`src/rtl/ahb2_pkg.sv`:
```
// ahb2_pkg: shared encodings and types for the two-master AHB2 memory arbiter.
//   HTRANS_IDLE / HTRANS_NONSEQ : transfer-type encodings driven to the slave.
//   HRESP_OKAY                  : response returned to a master that does not
//                                 own the current data phase.
//   mst_id_t                    : master index (0 or 1).
package ahb2_pkg;

  localparam logic [1:0] HTRANS_IDLE   = 2'b00;
  localparam logic [1:0] HTRANS_NONSEQ = 2'b10;
  localparam logic [1:0] HRESP_OKAY    = 2'b00;

  typedef logic mst_id_t;

endpackage

```
`src/rtl/ahb2_arb_req_buf.sv`:
```
// ahb2_arb_req_buf: per-master request buffer for ahb2_mem_arb.
//
// Holds one buffered address phase (valid, addr, write) for a master that
// lost arbitration or arrived while the slave was stalling. Presents the
// master's candidate request (buffered entry first, else the live port) and
// generates the hreadyo returned to that master.
//
// Ports:
//   clk, rst_n         clock, asynchronous active-low reset
//   hsel, htrans_act   master select and htrans[1] (active transfer)
//   haddr, hwrite      master address-phase signals
//   grant              this master is granted the slave address phase now
//   dp_mine            this master owns the current slave data phase
//   s_hreadyo          slave ready
//   cand               master has a request this cycle (buffered or new)
//   cand_addr/_write   address-phase source for the candidate
//   hreadyo            ready returned to the master
//
// Handshake: a master address phase is accepted on a rising edge where
// hsel & htrans_act & hreadyo; it is then either granted in that cycle or
// captured into the buffer, and hreadyo is held low until the buffered
// entry is granted.
module ahb2_arb_req_buf
  import ahb2_pkg::*;
#(
  parameter int ADDR_WIDTH = 32
) (
  input  logic                  clk,
  input  logic                  rst_n,
  input  logic                  hsel,
  input  logic                  htrans_act,
  input  logic [ADDR_WIDTH-1:0] haddr,
  input  logic                  hwrite,
  input  logic                  grant,
  input  logic                  dp_mine,
  input  logic                  s_hreadyo,
  output logic                  cand,
  output logic [ADDR_WIDTH-1:0] cand_addr,
  output logic                  cand_write,
  output logic                  hreadyo
);

  logic                  pend_valid_q, pend_valid_d;
  logic [ADDR_WIDTH-1:0] pend_addr_q,  pend_addr_d;
  logic                  pend_write_q, pend_write_d;
  logic                  new_req;

  // While a request is buffered hreadyo is low, so new_req cannot fire and
  // the buffered entry can never be overwritten or duplicated.
  always_comb begin
    hreadyo = 1'b1;
    if (pend_valid_q) begin
      hreadyo = 1'b0;
    end else if (dp_mine) begin
      hreadyo = s_hreadyo;
    end
  end

  assign new_req    = hsel & htrans_act & hreadyo;
  assign cand       = pend_valid_q | new_req;
  assign cand_addr  = pend_valid_q ? pend_addr_q  : haddr;
  assign cand_write = pend_valid_q ? pend_write_q : hwrite;

  always_comb begin
    pend_valid_d = pend_valid_q;
    pend_addr_d  = pend_addr_q;
    pend_write_d = pend_write_q;
    if (grant) begin
      // Granted source (buffered or live) has reached the slave.
      pend_valid_d = 1'b0;
    end else if (new_req) begin
      // Lost arbitration or slave stalled: hold the address phase.
      pend_valid_d = 1'b1;
      pend_addr_d  = haddr;
      pend_write_d = hwrite;
    end
  end

  always_ff @(posedge clk or negedge rst_n) begin
    if (!rst_n) begin
      pend_valid_q <= 1'b0;
      pend_addr_q  <= '0;
      pend_write_q <= 1'b0;
    end else begin
      pend_valid_q <= pend_valid_d;
      pend_addr_q  <= pend_addr_d;
      pend_write_q <= pend_write_d;
    end
  end

endmodule

```
`src/rtl/ahb2_mem_arb.sv`:
```
// ahb2_mem_arb: two-master AHB2 arbiter in front of a single-port memory.
//
// Each beat is arbitrated on its own as NONSEQ (hburst/hsize/HSEQ ignored).
// The losing master's address phase is buffered in ahb2_arb_req_buf and
// costs it one wait state per lost round. Write data, read data and
// response follow the data-phase owner.
//
// Ports:
//   clk, rst_n                       clock, asynchronous active-low reset
//   mN_hsel/haddr/htrans/hwrite/hwdata  master N request (N = 0,1)
//   mN_hrdata/hreadyo/hresp          master N return path
//   s_hsel/haddr/htrans/hwrite/hwdata/hreadyi  to the memory slave
//   s_hrdata/hreadyo/hresp           from the memory slave
//
// Configuration macro:
//   AHB2_MEM_ARB_FIXED_PRIO_EN  defined   -> master 0 always wins a conflict
//                               undefined -> round-robin on last grant
module ahb2_mem_arb
  import ahb2_pkg::*;
#(
  parameter int ADDR_WIDTH = 32,
  parameter int DATA_WIDTH = 32
) (
  input  logic                  clk,
  input  logic                  rst_n,
  input  logic                  m0_hsel,
  input  logic [ADDR_WIDTH-1:0] m0_haddr,
  input  logic [1:0]            m0_htrans,
  input  logic                  m0_hwrite,
  input  logic [DATA_WIDTH-1:0] m0_hwdata,
  output logic [DATA_WIDTH-1:0] m0_hrdata,
  output logic                  m0_hreadyo,
  output logic [1:0]            m0_hresp,
  input  logic                  m1_hsel,
  input  logic [ADDR_WIDTH-1:0] m1_haddr,
  input  logic [1:0]            m1_htrans,
  input  logic                  m1_hwrite,
  input  logic [DATA_WIDTH-1:0] m1_hwdata,
  output logic [DATA_WIDTH-1:0] m1_hrdata,
  output logic                  m1_hreadyo,
  output logic [1:0]            m1_hresp,
  output logic                  s_hsel,
  output logic [ADDR_WIDTH-1:0] s_haddr,
  output logic [1:0]            s_htrans,
  output logic                  s_hwrite,
  output logic [DATA_WIDTH-1:0] s_hwdata,
  output logic                  s_hreadyi,
  input  logic [DATA_WIDTH-1:0] s_hrdata,
  input  logic                  s_hreadyo,
  input  logic [1:0]            s_hresp
);

  logic                  cand0, cand1;
  logic [ADDR_WIDTH-1:0] cand_addr0, cand_addr1;
  logic                  cand_write0, cand_write1;
  logic                  grant_valid;
  mst_id_t               grant_id;
  logic                  grant0, grant1;
  logic                  dp_valid_q, dp_valid_d;
  mst_id_t               dp_owner_q, dp_owner_d;
  logic                  dp_mine0, dp_mine1;
  logic                  unused_htrans;

  // Only htrans[1] matters: every granted beat is re-issued as NONSEQ.
  assign unused_htrans = m0_htrans[0] ^ m1_htrans[0];

  assign dp_mine0 = dp_valid_q & (dp_owner_q == 1'b0);
  assign dp_mine1 = dp_valid_q & (dp_owner_q == 1'b1);

  ahb2_arb_req_buf #(.ADDR_WIDTH(ADDR_WIDTH)) u_buf0 (
    .clk        (clk),
    .rst_n      (rst_n),
    .hsel       (m0_hsel),
    .htrans_act (m0_htrans[1]),
    .haddr      (m0_haddr),
    .hwrite     (m0_hwrite),
    .grant      (grant0),
    .dp_mine    (dp_mine0),
    .s_hreadyo  (s_hreadyo),
    .cand       (cand0),
    .cand_addr  (cand_addr0),
    .cand_write (cand_write0),
    .hreadyo    (m0_hreadyo)
  );

  ahb2_arb_req_buf #(.ADDR_WIDTH(ADDR_WIDTH)) u_buf1 (
    .clk        (clk),
    .rst_n      (rst_n),
    .hsel       (m1_hsel),
    .htrans_act (m1_htrans[1]),
    .haddr      (m1_haddr),
    .hwrite     (m1_hwrite),
    .grant      (grant1),
    .dp_mine    (dp_mine1),
    .s_hreadyo  (s_hreadyo),
    .cand       (cand1),
    .cand_addr  (cand_addr1),
    .cand_write (cand_write1),
    .hreadyo    (m1_hreadyo)
  );

`ifndef AHB2_MEM_ARB_FIXED_PRIO_EN
  mst_id_t last_grant_q, last_grant_d;

  assign last_grant_d = grant_valid ? grant_id : last_grant_q;

  // Reset to 1 so master 0 wins the first conflict.
  always_ff @(posedge clk or negedge rst_n) begin
    if (!rst_n) begin
      last_grant_q <= 1'b1;
    end else begin
      last_grant_q <= last_grant_d;
    end
  end
`endif

  // Grant only while the slave can accept an address phase.
  always_comb begin
    grant_valid = 1'b0;
    grant_id    = 1'b0;
    if (s_hreadyo) begin
      if (cand0 && cand1) begin
        grant_valid = 1'b1;
`ifdef AHB2_MEM_ARB_FIXED_PRIO_EN
        grant_id    = 1'b0;
`else
        grant_id    = ~last_grant_q;
`endif
      end else if (cand0) begin
        grant_valid = 1'b1;
        grant_id    = 1'b0;
      end else if (cand1) begin
        grant_valid = 1'b1;
        grant_id    = 1'b1;
      end
    end
  end

  assign grant0 = grant_valid & (grant_id == 1'b0);
  assign grant1 = grant_valid & (grant_id == 1'b1);

  // Downstream address phase.
  always_comb begin
    s_hsel   = 1'b0;
    s_htrans = HTRANS_IDLE;
    s_haddr  = cand_addr0;
    s_hwrite = cand_write0;
    if (grant_valid) begin
      s_hsel   = 1'b1;
      s_htrans = HTRANS_NONSEQ;
      s_haddr  = grant_id ? cand_addr1  : cand_addr0;
      s_hwrite = grant_id ? cand_write1 : cand_write0;
    end
  end

  assign s_hreadyi = s_hreadyo;

  // Data-phase owner advances only when the slave completes a phase.
  always_comb begin
    dp_valid_d = dp_valid_q;
    dp_owner_d = dp_owner_q;
    if (s_hreadyo) begin
      dp_valid_d = grant_valid;
      if (grant_valid) begin
        dp_owner_d = grant_id;
      end
    end
  end

  always_ff @(posedge clk or negedge rst_n) begin
    if (!rst_n) begin
      dp_valid_q <= 1'b0;
      dp_owner_q <= 1'b0;
    end else begin
      dp_valid_q <= dp_valid_d;
      dp_owner_q <= dp_owner_d;
    end
  end

  // Data routing: only the data-phase owner sees slave data/response.
  always_comb begin
    s_hwdata  = dp_owner_q ? m1_hwdata : m0_hwdata;
    m0_hrdata = '0;
    m0_hresp  = HRESP_OKAY;
    m1_hrdata = '0;
    m1_hresp  = HRESP_OKAY;
    if (dp_mine0) begin
      m0_hrdata = s_hrdata;
      m0_hresp  = s_hresp;
    end
    if (dp_mine1) begin
      m1_hrdata = s_hrdata;
      m1_hresp  = s_hresp;
    end
  end

endmodule

```
`config.mk`:
```
export PLATFORM = sky130hd
export DESIGN_NAME = ahb2_mem_arb
export DESIGN_NICKNAME = d
export VERILOG_FILES = /design/src/rtl/ahb2_pkg.sv /design/src/rtl/ahb2_arb_req_buf.sv /design/src/rtl/ahb2_mem_arb.sv
export SDC_FILE = /design/constraint.sdc
export NUM_CORES = 1
export LEC_CHECK = 0
export CORE_AREA = 8 8 124 126
export DETAILED_ROUTE_END_ITERATION = 10
export DIE_AREA = 0 0 132 134
export PLACE_DENSITY_LB_ADDON = 0.08
export SLEW_MARGIN = 0
export SYNTH_ARGS = -nofsm -noshare
export SYNTH_HDL_FRONTEND = slang
export SYNTH_SLANG_ARGS = --single-unit
```
`constraint.sdc`:
```
create_clock -name clk -period 2.03 [get_ports clk]
set_input_delay 0.406 -clock clk [delete_from_list [all_inputs] [get_ports clk]]
set_output_delay 0.406 -clock clk [all_outputs]
set_load 0.1 [all_outputs]
```
# Word-level counts from Yosys, hierarchy flattened
# Index checks and enable logic that the tools add are counted.
word_totals:
  ff_bits: 71
  latchBits: 0
  ram_bits: 0
  romBits: 0
  input_bits: 173
  output_inout_bits: 139
  elab_cells: 60
  n_memories: 0
classes:
  addsub: 0
  mul: 0
  div_mod_pow: 0
  order_cmp: 0
  n_eq_ne: 0
  shift: 0
  mux: 30
  n_bitwise: 15
  n_reduce_logical: 6
ops:
  columns: ["op", "count"]
  rows:
  - ["$mux 32", 7]
  - ["$mux 1", 20]
  - ["$and 1x1->1", 8]
  - ["$mux 2", 3]
  - ["$reduce_and 2->1", 3]
  - ["$not 1->1", 5]
  - ["$reduce_bool 2->1", 2]
  - ["$or 1x1->1", 2]
  - ["$logic_and 1x1->1", 1]

# Logic depth before layout (Yosys ltp)
# Gate-level depths: netlist of the first run.
depth:
  depth_word: 13
  depth_mapped: 7
  mapped_depth_nobuf: 4

# Cells and area by module
# A second synthesis of the first run with hierarchy kept.
unflattened:
  hier_cells: 399
  hier_area_um2: 4947.2
modules_own_cells:
  columns: ["module", "n_inst", "cells_per_inst", "area_each_um2", "seq_area_each_um2"]
  rows:
  - ["ahb2_arb_req_buf", 2, 113, 1699.1, 850.8]
  - ["ahb2_mem_arb", 1, 173, 1549.0, 76.3]

# Worst setup path before layout of the first run
# No wires, ideal clock.
synth_timing:
  path_type: "flip-flop to output port"
  start: "register u_buf0.pend_valid_q"
  end: "output s_htrans[1]"
  t_arrival_ns: 3.874
  required_ns: 1.624
  path_slack_ns: -2.250
  path_stages_with_launch: 6
  path_buffers: 3
  cell_sequence: "dfrtp_1 buf_2 buf_1 a21oi_1 a21boi_0 buf_4"
synth_between:
  elab_chain_cells: 7
  word_cells_on_any_way: 8
  classes_between: "5 x mux; 2 x bitwise; 1 x reduce/logical"
synth_rtl:
  columns: ["item", "line_no", "text"]
  rows:
  - ["from (decl)", "ahb2_arb_req_buf.sv:43", "logic pend_valid_q, pend_valid_d;"]
  - ["from (signal assigned)", "ahb2_arb_req_buf.sv:85", "pend_valid_q <= pend_valid_d;"]
  - ["$mux 1", "ahb2_arb_req_buf.sv:52", "if (pend_valid_q) begin"]
  - ["$and 1x1->1", "ahb2_arb_req_buf.sv:59", "assign new_req = hsel & htrans_act & hreadyo;"]
  - ["$or 1x1->1 *", "ahb2_arb_req_buf.sv:60", "assign cand = pend_valid_q | new_req;"]
  - ["$mux 1 or $logic_and 1x1->1 (tied branches)", "ahb2_mem_arb.sv:129, ahb2_mem_arb.sv:122", null]
  - ["$mux 1 *", "ahb2_mem_arb.sv:122", "if (cand0 && cand1) begin"]
  - ["$mux 1 *", "ahb2_mem_arb.sv:121", "if (s_hreadyo) begin"]
  - ["$mux 2 *", "ahb2_mem_arb.sv:148", "if (grant_valid) begin"]
  - ["to (decl)", "ahb2_mem_arb.sv:44", "output logic [1:0] s_htrans,"]
# Mark *: on every way between the ends. The rest lies on a longest branch, timed or not.

# Worst setup path after layout of the first run
layout_timing:
  start: "register u_buf1.pend_valid_q"
  end: "output s_haddr[6]"
layout_between:
  elab_chain_cells: 9
  word_cells_on_any_way: 14
  classes_between: "11 x mux; 2 x bitwise; 1 x reduce/logical"
layout_rtl:
  columns: ["item", "line_no", "text"]
  rows:
  - ["from (decl)", "ahb2_arb_req_buf.sv:43", null]
  - ["from (signal assigned)", "ahb2_arb_req_buf.sv:85", null]
  - ["$mux 1", "ahb2_arb_req_buf.sv:52", null]
  - ["$and 1x1->1", "ahb2_arb_req_buf.sv:59", null]
  - ["$or 1x1->1", "ahb2_arb_req_buf.sv:60", null]
  - ["$mux 1", "ahb2_mem_arb.sv:132", "end else if (cand1) begin"]
  - ["$mux 1", "ahb2_mem_arb.sv:129", "end else if (cand0) begin"]
  - ["$mux 1", "ahb2_mem_arb.sv:122", null]
  - ["$mux 1", "ahb2_mem_arb.sv:121", null]
  - ["$mux 32", "ahb2_mem_arb.sv:151", "s_haddr = grant_id ? cand_addr1 : cand_addr0;"]
  - ["$mux 32 *", "ahb2_mem_arb.sv:148", null]
  - ["to (decl)", "ahb2_mem_arb.sv:43", "output logic [ADDR_WIDTH-1:0] s_haddr,"]
# Marked as above.

==> flow_summary.ini, run 1 <==
[status]
status = finished, violations left
violations = negative setup slack

[synth]
synth-compound-area-share = 0.0181
yosys_warnings = 0
yosysTopAreaCellShare = 0.363
syn-num-nets = 576
synthCells = 403
netlist_area_um2 = 4830
synth_top_area_cell = dfrtp_1
synthMuxAreaShare = 0.457
ys_ff_latch = 71
synth_xor_area_frac = 0
synthSimpleGateAreaFrac = 0.105
synth_top_family_by_area = multiplexers
synthTopCellsByArea = dfrtp_1 36%, mux2i_1 21%, mux2_2 16%, mux2_4 9.3%, and2_1 4.4%
synth.distinct_cells = 29
synth_area_per_cell_um2 = 12.0
synth-adder-area-share = 0
yosysSeqAreaShare = 0.368

[clock_tree]
holdBufCountCts = 0
cts_tree = done
htree_levels = 3
cts-root-buf = clkbuf_16
numCtsBuffers = 9
cts_sinks = 71
cts_buffer_depth = 2
insertion_delay_ns = 0.33
clk_pin_slew_ns = 0.06

[flow_run]
maxCapViolations = 0

[placement]
hpwl_um = 18500
placed_cell_area_um2 = 10100
portBuffers = 308
place_ws_ns = -0.683
place_congestion = 0.850

[critical_path]
critPathRequiredTime_ns = 1.62
slowest_stage = dfrtp_2
critical_path_buf_inv_count = 3
worstSetupPathType = reg2out
crit_path_max_incr_delay_ns = 0.41
cp_top_family = buffers and inverters
cp_cell_sequence = a21oi_4 -> nor2b_4 -> a21boi_4 -> buf_12 -> buf_12 -> mux2i_4 -> buf_12
crit_top_cell = buf_12
path_max_fanout = 7
cp_data_arrival_time_ns = 1.97
end_kind = primary output
cp-start-kind = flop

[route]
routed_via_density = 5.04
vias = 4576
avgRoutedWirePerCell_um = 25.5
drt_first_iter_violations = 121
post-route-drc-count = 0
drtAntennaViolNets = 0
firstDrtPassIters = 4
wl_um = 23100

[global_route]
grt_first_pass_wirelength_um = 33600
first_global_vias = 4969
grt_usage = 0.251
antenna_found_initial = 0
grt_max_degree = 41
gr-total-overflow = 0

[floorplanning]
rows = 43
io_pins = 312
die_x_um = 132
coreArea_um2 = 13500
die-area_um2 = 17700
floorplan.initialDensity = 0.358
fp.dieH_um = 134

[timing]
skew_ns = 0.0114
period_share = 1.17
setup_viol = 68
layout_min_cycle_time_ns = 2.38
slew_viol_final = 0
finalSetupTns_ns = -15.11
rsz0062_at_grt = yes
fmax_mhz = 421
timing.final.ws_setup_ns = -0.348
final_hold_viol_count = 0

[pwr]
p_total_mw = 18.4
leakagePower_nw = 4.59
pwr_density_cell_nw_per_um2 = 1720
vdd_ir_drop_max_mv = 1.31

[final_layout]
area_delta_synth_final_pct = 121
final_area_um2 = 10700
drive_gt1_frac = 0.548
diodes = 0
nNetsFinal = 896
layout.area.seq_um2 = 1780
multi_input_area_um2 = 3450
finalCoreUtilization = 0.792
n_fill_cell = 774

[min_path]
hp-class = in2async
==> cell usage in the layout (no fill, tap or decap), drive strengths merged <==
master         Yosys  final
o21ai              1      1
o21a               1      1
conb               1      1
nor2b              2      2
dlygate4sd2        0      5
o22a               1      1
dfstp              1      1
nand2              3      3
clkbuf            18     18
a21boi             3      3
a21oi              2      2
clkinv             0      2
dfrtp             70     70
o21ba              1      1
or4                1      1
clkinvlp           0      1
clkdlybuf4s50      0    164
and3              34     34
nor2               8      8
mux2              98     98
nor3b              1      1
a31oi              2      2
buf               20    173
and2              34     34
a21o               1      1
nand3b             1      1
mux2i             99     99
==> stage by stage <==
stage / hold slack (ns) / instances
after floorplan: 0.110 / 403
final: 0.0448 / 908
after CTS: 0.0550 / 902
after global routing: 0.0736 / 908
after detailed placement: 0.410 / 880
after global placement: 0.406 / 880
==> area by class of cell <==
class | instances | share of cell area
repair buffers | 347 | 0.466
flip-flops and latches | 71 | 0.167
clock buffers | 13 | 0.0225
clock inverters | 3 | 0.00199
multi-input cells | 294 | 0.322
well taps | 180 | 0.0211
==> Yosys cell counts <==
cell / count
buf_2: 4
or4_4: 1
conb_1: 1
and3_1: 34
a21o_1: 1
mux2_2: 68
buf_6: 2
a21boi_2: 1
buf_1: 2
clkbuf_1: 18
nor3b_1: 1
and2_1: 34
dfrtp_1: 70
o21a_1: 1
nand3b_2: 1
buf_4: 9
nor2_1: 8
nor2b_1: 2
a21boi_0: 2
mux2_4: 30
nand2_1: 3
o22a_1: 1
o21ai_1: 1
buf_12: 3
a31oi_1: 2
a21oi_1: 2
o21ba_2: 1
mux2i_1: 99
dfstp_2: 1
==> power by group <==
part,switching [mW],total [mW],internal [mW]
clock network,0.569,1.40,0.829
registers,0.456,2.59,2.13
logic,8.62,14.4,5.77
total,9.65,18.4,8.73
==> layer usage <==
metal	share of wire	wire length, um	GRT usage
met1	0.39	8980	0.280
met3	0.054	1240	0.0587
met5	0	0	0
met2	0.54	12500	0.466
met4	0.018	408	0.0664
==> path summary, 6_finish.rpt <==
check	end	slack [ns]	startpoint	cells after the start
min in group clk	u_buf0.pend_addr_q[18]	0.50	u_buf0.pend_addr_q[18]	1
max	s_haddr[6]	-0.35	u_buf1.pend_valid_q	7
min	u_buf0.pend_addr_q[16]	0.04	rst_n	1
min reg2reg	u_buf0.pend_addr_q[18]	0.50	u_buf0.pend_addr_q[18]	1
max in group asynchronous	u_buf1.pend_addr_q[8]	1.35	rst_n	2
max reg2reg	u_buf1.pend_addr_q[6]	0.07	dp_owner_q	6
==> cell families (layout without fill, tap and decap cells) <==
group | count (synthesis) | in the layout
multiplexers | 197 | 197
flip-flops | 71 | 71
AO/OA/AOI/OAI | 12 | 12
other | 1 | 1
buffers and inverters | 38 | 363
AND/OR/NAND/NOR | 84 | 84
==> sequential cells by signal, summed over array words and instances, names as in the netlist <==
signal,flops
last_grant_q,1
dp_owner_q,1
dp_valid_q,1
u_buf1.pend_write_q,1
u_buf0.pend_addr_q,32
u_buf0.pend_write_q,1
u_buf1.pend_addr_q,32
u_buf0.pend_valid_q,1
u_buf1.pend_valid_q,1
==> repair_timing <==
item,CTS,global route
setup endpoints to repair,98,77
endpoints found under the hold margin,0,0
buffers inserted,6,2
gates cloned,0,4
gates resized for setup,14,28
pin swaps,3,0
(Power assumes the default switching activity.)
==> run 2, diff against run 1 <==
--- a/config.mk
+++ b/config.mk
@@ -9,6 +9,7 @@
 export DETAILED_ROUTE_END_ITERATION = 10
 export DIE_AREA = 0 0 132 134
 export PLACE_DENSITY_LB_ADDON = 0.08
+export SKIP_LAST_GASP = 1
 export SLEW_MARGIN = 0
 export SYNTH_ARGS = -nofsm -noshare
 export SYNTH_HDL_FRONTEND = slang
==> run 2 against run 1 <==
Effect of this change:
- the run still ends with negative setup slack left
- final cell count rose by 0.55%
- clock skew fell by 0.0018 ns
- maximum frequency fell by 0.14%
- via count rose by 1.5%
- sequential power barely moved
- first-iteration DRC count rose by 12%
- highest routed layer unchanged
- register-to-register slack improved by 0.02 ns
- critical path depth fell by 1
- non-clock buffer count rose by 5
==> flow_summary.ini, run 2 (synthesized netlist as in run 1, its figures left out) <==
[global_route]
grt_first_pass_wirelength_um = 33700
first_global_vias = 4983
gr-total-overflow = 0
grt_max_degree = 41
grt_usage = 0.251
antenna_found_initial = 0

[final_layout]
diodes = 0
finalCoreUtilization = 0.797
mostFrequentLayoutCells = 164 x clkdlybuf4s50_1, 151 x buf_12, 67 x dfrtp_1, 65 x mux2i_1, 50 x mux2_2
area_delta_synth_final_pct = 123
top_regs = u_buf0.pend_addr_q x32, u_buf1.pend_addr_q x32
final_area_um2 = 10800
final_common_cell = clkdlybuf4s50_1
nNetsFinal = 901
drive_gt1_frac = 0.548

[critical_path]
reg2regPathDepth = 7
end_kind = primary output
crit_path_start = u_buf0.pend_valid_q
reg2reg_to = u_buf1.pend_addr_q[20]
path_max_fanout = 7
critPathCapture = s_haddr[6]
critPathRequiredTime_ns = 1.62
reg2reg_from = u_buf0.pend_valid_q
reg2reg_slack_ns = 0.09
cp-start-kind = flop
cp_data_arrival_time_ns = 1.97
worstSetupPathType = reg2out

[placement]
place_ws_ns = -0.683
placed_cell_area_um2 = 10100
portBuffers = 308
place_congestion = 0.850
hpwl_um = 18500

[floorplanning]
rows = 43
fp.dieH_um = 134
coreArea_um2 = 13500
die-area_um2 = 17700
floorplan.initialDensity = 0.358
die_x_um = 132
io_pins = 312

[clock_tree]
cts_sinks = 71
cts_buffer_depth = 2
cts_tree = done
cts-root-buf = clkbuf_16
htree_levels = 3
numCtsBuffers = 9
holdBufCountCts = 0
insertion_delay_ns = 0.33
clk_pin_slew_ns = 0.06

[pwr]
intPower_mw = 8.82
p_comb_frac = 0.785
pwr_density_cell_nw_per_um2 = 1720
p_clk_frac = 0.076
leakagePower_nw = 4.60
p_seq_frac = 0.139
p_total_mw = 18.5
p_sw_frac = 0.524
netSwitchingPower_mw = 9.70
vdd_ir_drop_max_mv = 1.31

[timing]
finalSetupTns_ns = -10.90
fmax_mhz = 420
rsz0062_at_grt = yes
setup_viol = 35
period_share = 1.17
final_hold_viol_count = 0
timing.final.ws_setup_ns = -0.351
skew_ns = 0.00954
layout_min_cycle_time_ns = 2.38
slew_viol_final = 0

[route]
wl_um = 23800
vias = 4646
drt_first_iter_violations = 135
m1WireLength_um = 9200
wl_met2_um = 12900
wl_met3_um = 1240
drtAntennaViolNets = 0
highest_layer = met4
routed_via_density = 5.09
firstDrtPassIters = 4
avgRoutedWirePerCell_um = 26.1
post-route-drc-count = 0

[status]
violations = negative setup slack
status = finished, violations left

[min_path]
hp-class = in2async

[flow_run]
maxCapViolations = 0
==> run 2: stage by stage <==
| step | hold slack (ns) | instances |
|---|---|---|
| after floorplan | 0.110 | 403 |
| after global placement | 0.406 | 880 |
| after detailed placement | 0.410 | 880 |
| after CTS | 0.0550 | 902 |
| after global routing | 0.0736 | 913 |
| final | 0.0449 | 913 |
==> run 2: power by group through the flow <==
stage | Clock (mW) | Sequential, mW | Combinational (mW)
final | 1.40 | 2.57 | 14.5
after global routing | 1.49 | 2.66 | 14.9
after CTS | 1.42 | 2.56 | 14.1
after detailed placement | 0 | 2.55 | 14.0
after global placement | 0 | 2.50 | 13.8
after floorplan | 0 | 2.40 | 9.23
==> run 2: worst max-delay path, cell delays in order, from the launching register on <==
cell and delay, ns:
dfrtp_2 0.43, a21o_1 0.21, a21boi_4 0.22, buf_12 0.16
buf_12 0.16, mux2i_4 0.26, buf_12 0.20
==> run 2: how the worst min path moves through the flow <==
| stage | depth (start not counted) | slack, ns | endpoint | start |
|---|---|---|---|---|
| after global placement | 1 | 0.41 | u_buf0.pend_addr_q[16] | rst_n |
| after floorplan | 0 | 0.11 | dp_owner_q | rst_n |
| final | 1 | 0.04 | u_buf0.pend_addr_q[16] | rst_n |
| after CTS | 1 | 0.06 | u_buf0.pend_addr_q[16] | rst_n |
| after global routing | 1 | 0.07 | u_buf0.pend_addr_q[16] | rst_n |
| after detailed placement | 1 | 0.41 | u_buf0.pend_addr_q[16] | rst_n |
==> run 2: repair_timing <==
action / in CTS / in global routing
gates resized for setup: 13 / 22
pin swaps: 2 / 0
setup buffers: 6 / 5
cloned: 0 / 6
endpoints found under the setup margin: 98 / 101
==> run 2: metal layers <==
layer	vias up	track usage
met5	-	0
met2	190	0.468
li1	2108	-
met1	2322	0.280
met4	0	0.0664
met3	26	0.0587
==> run 2: cell type report <==
class                      instances  area [um^2]
timing repair buffer             352         5070
multi-input combinational        294         3420
clock buffer                      13          240
sequential                        71         1780
clock inverter                     3         21.3
tap                              180          225
fill                             772         2740
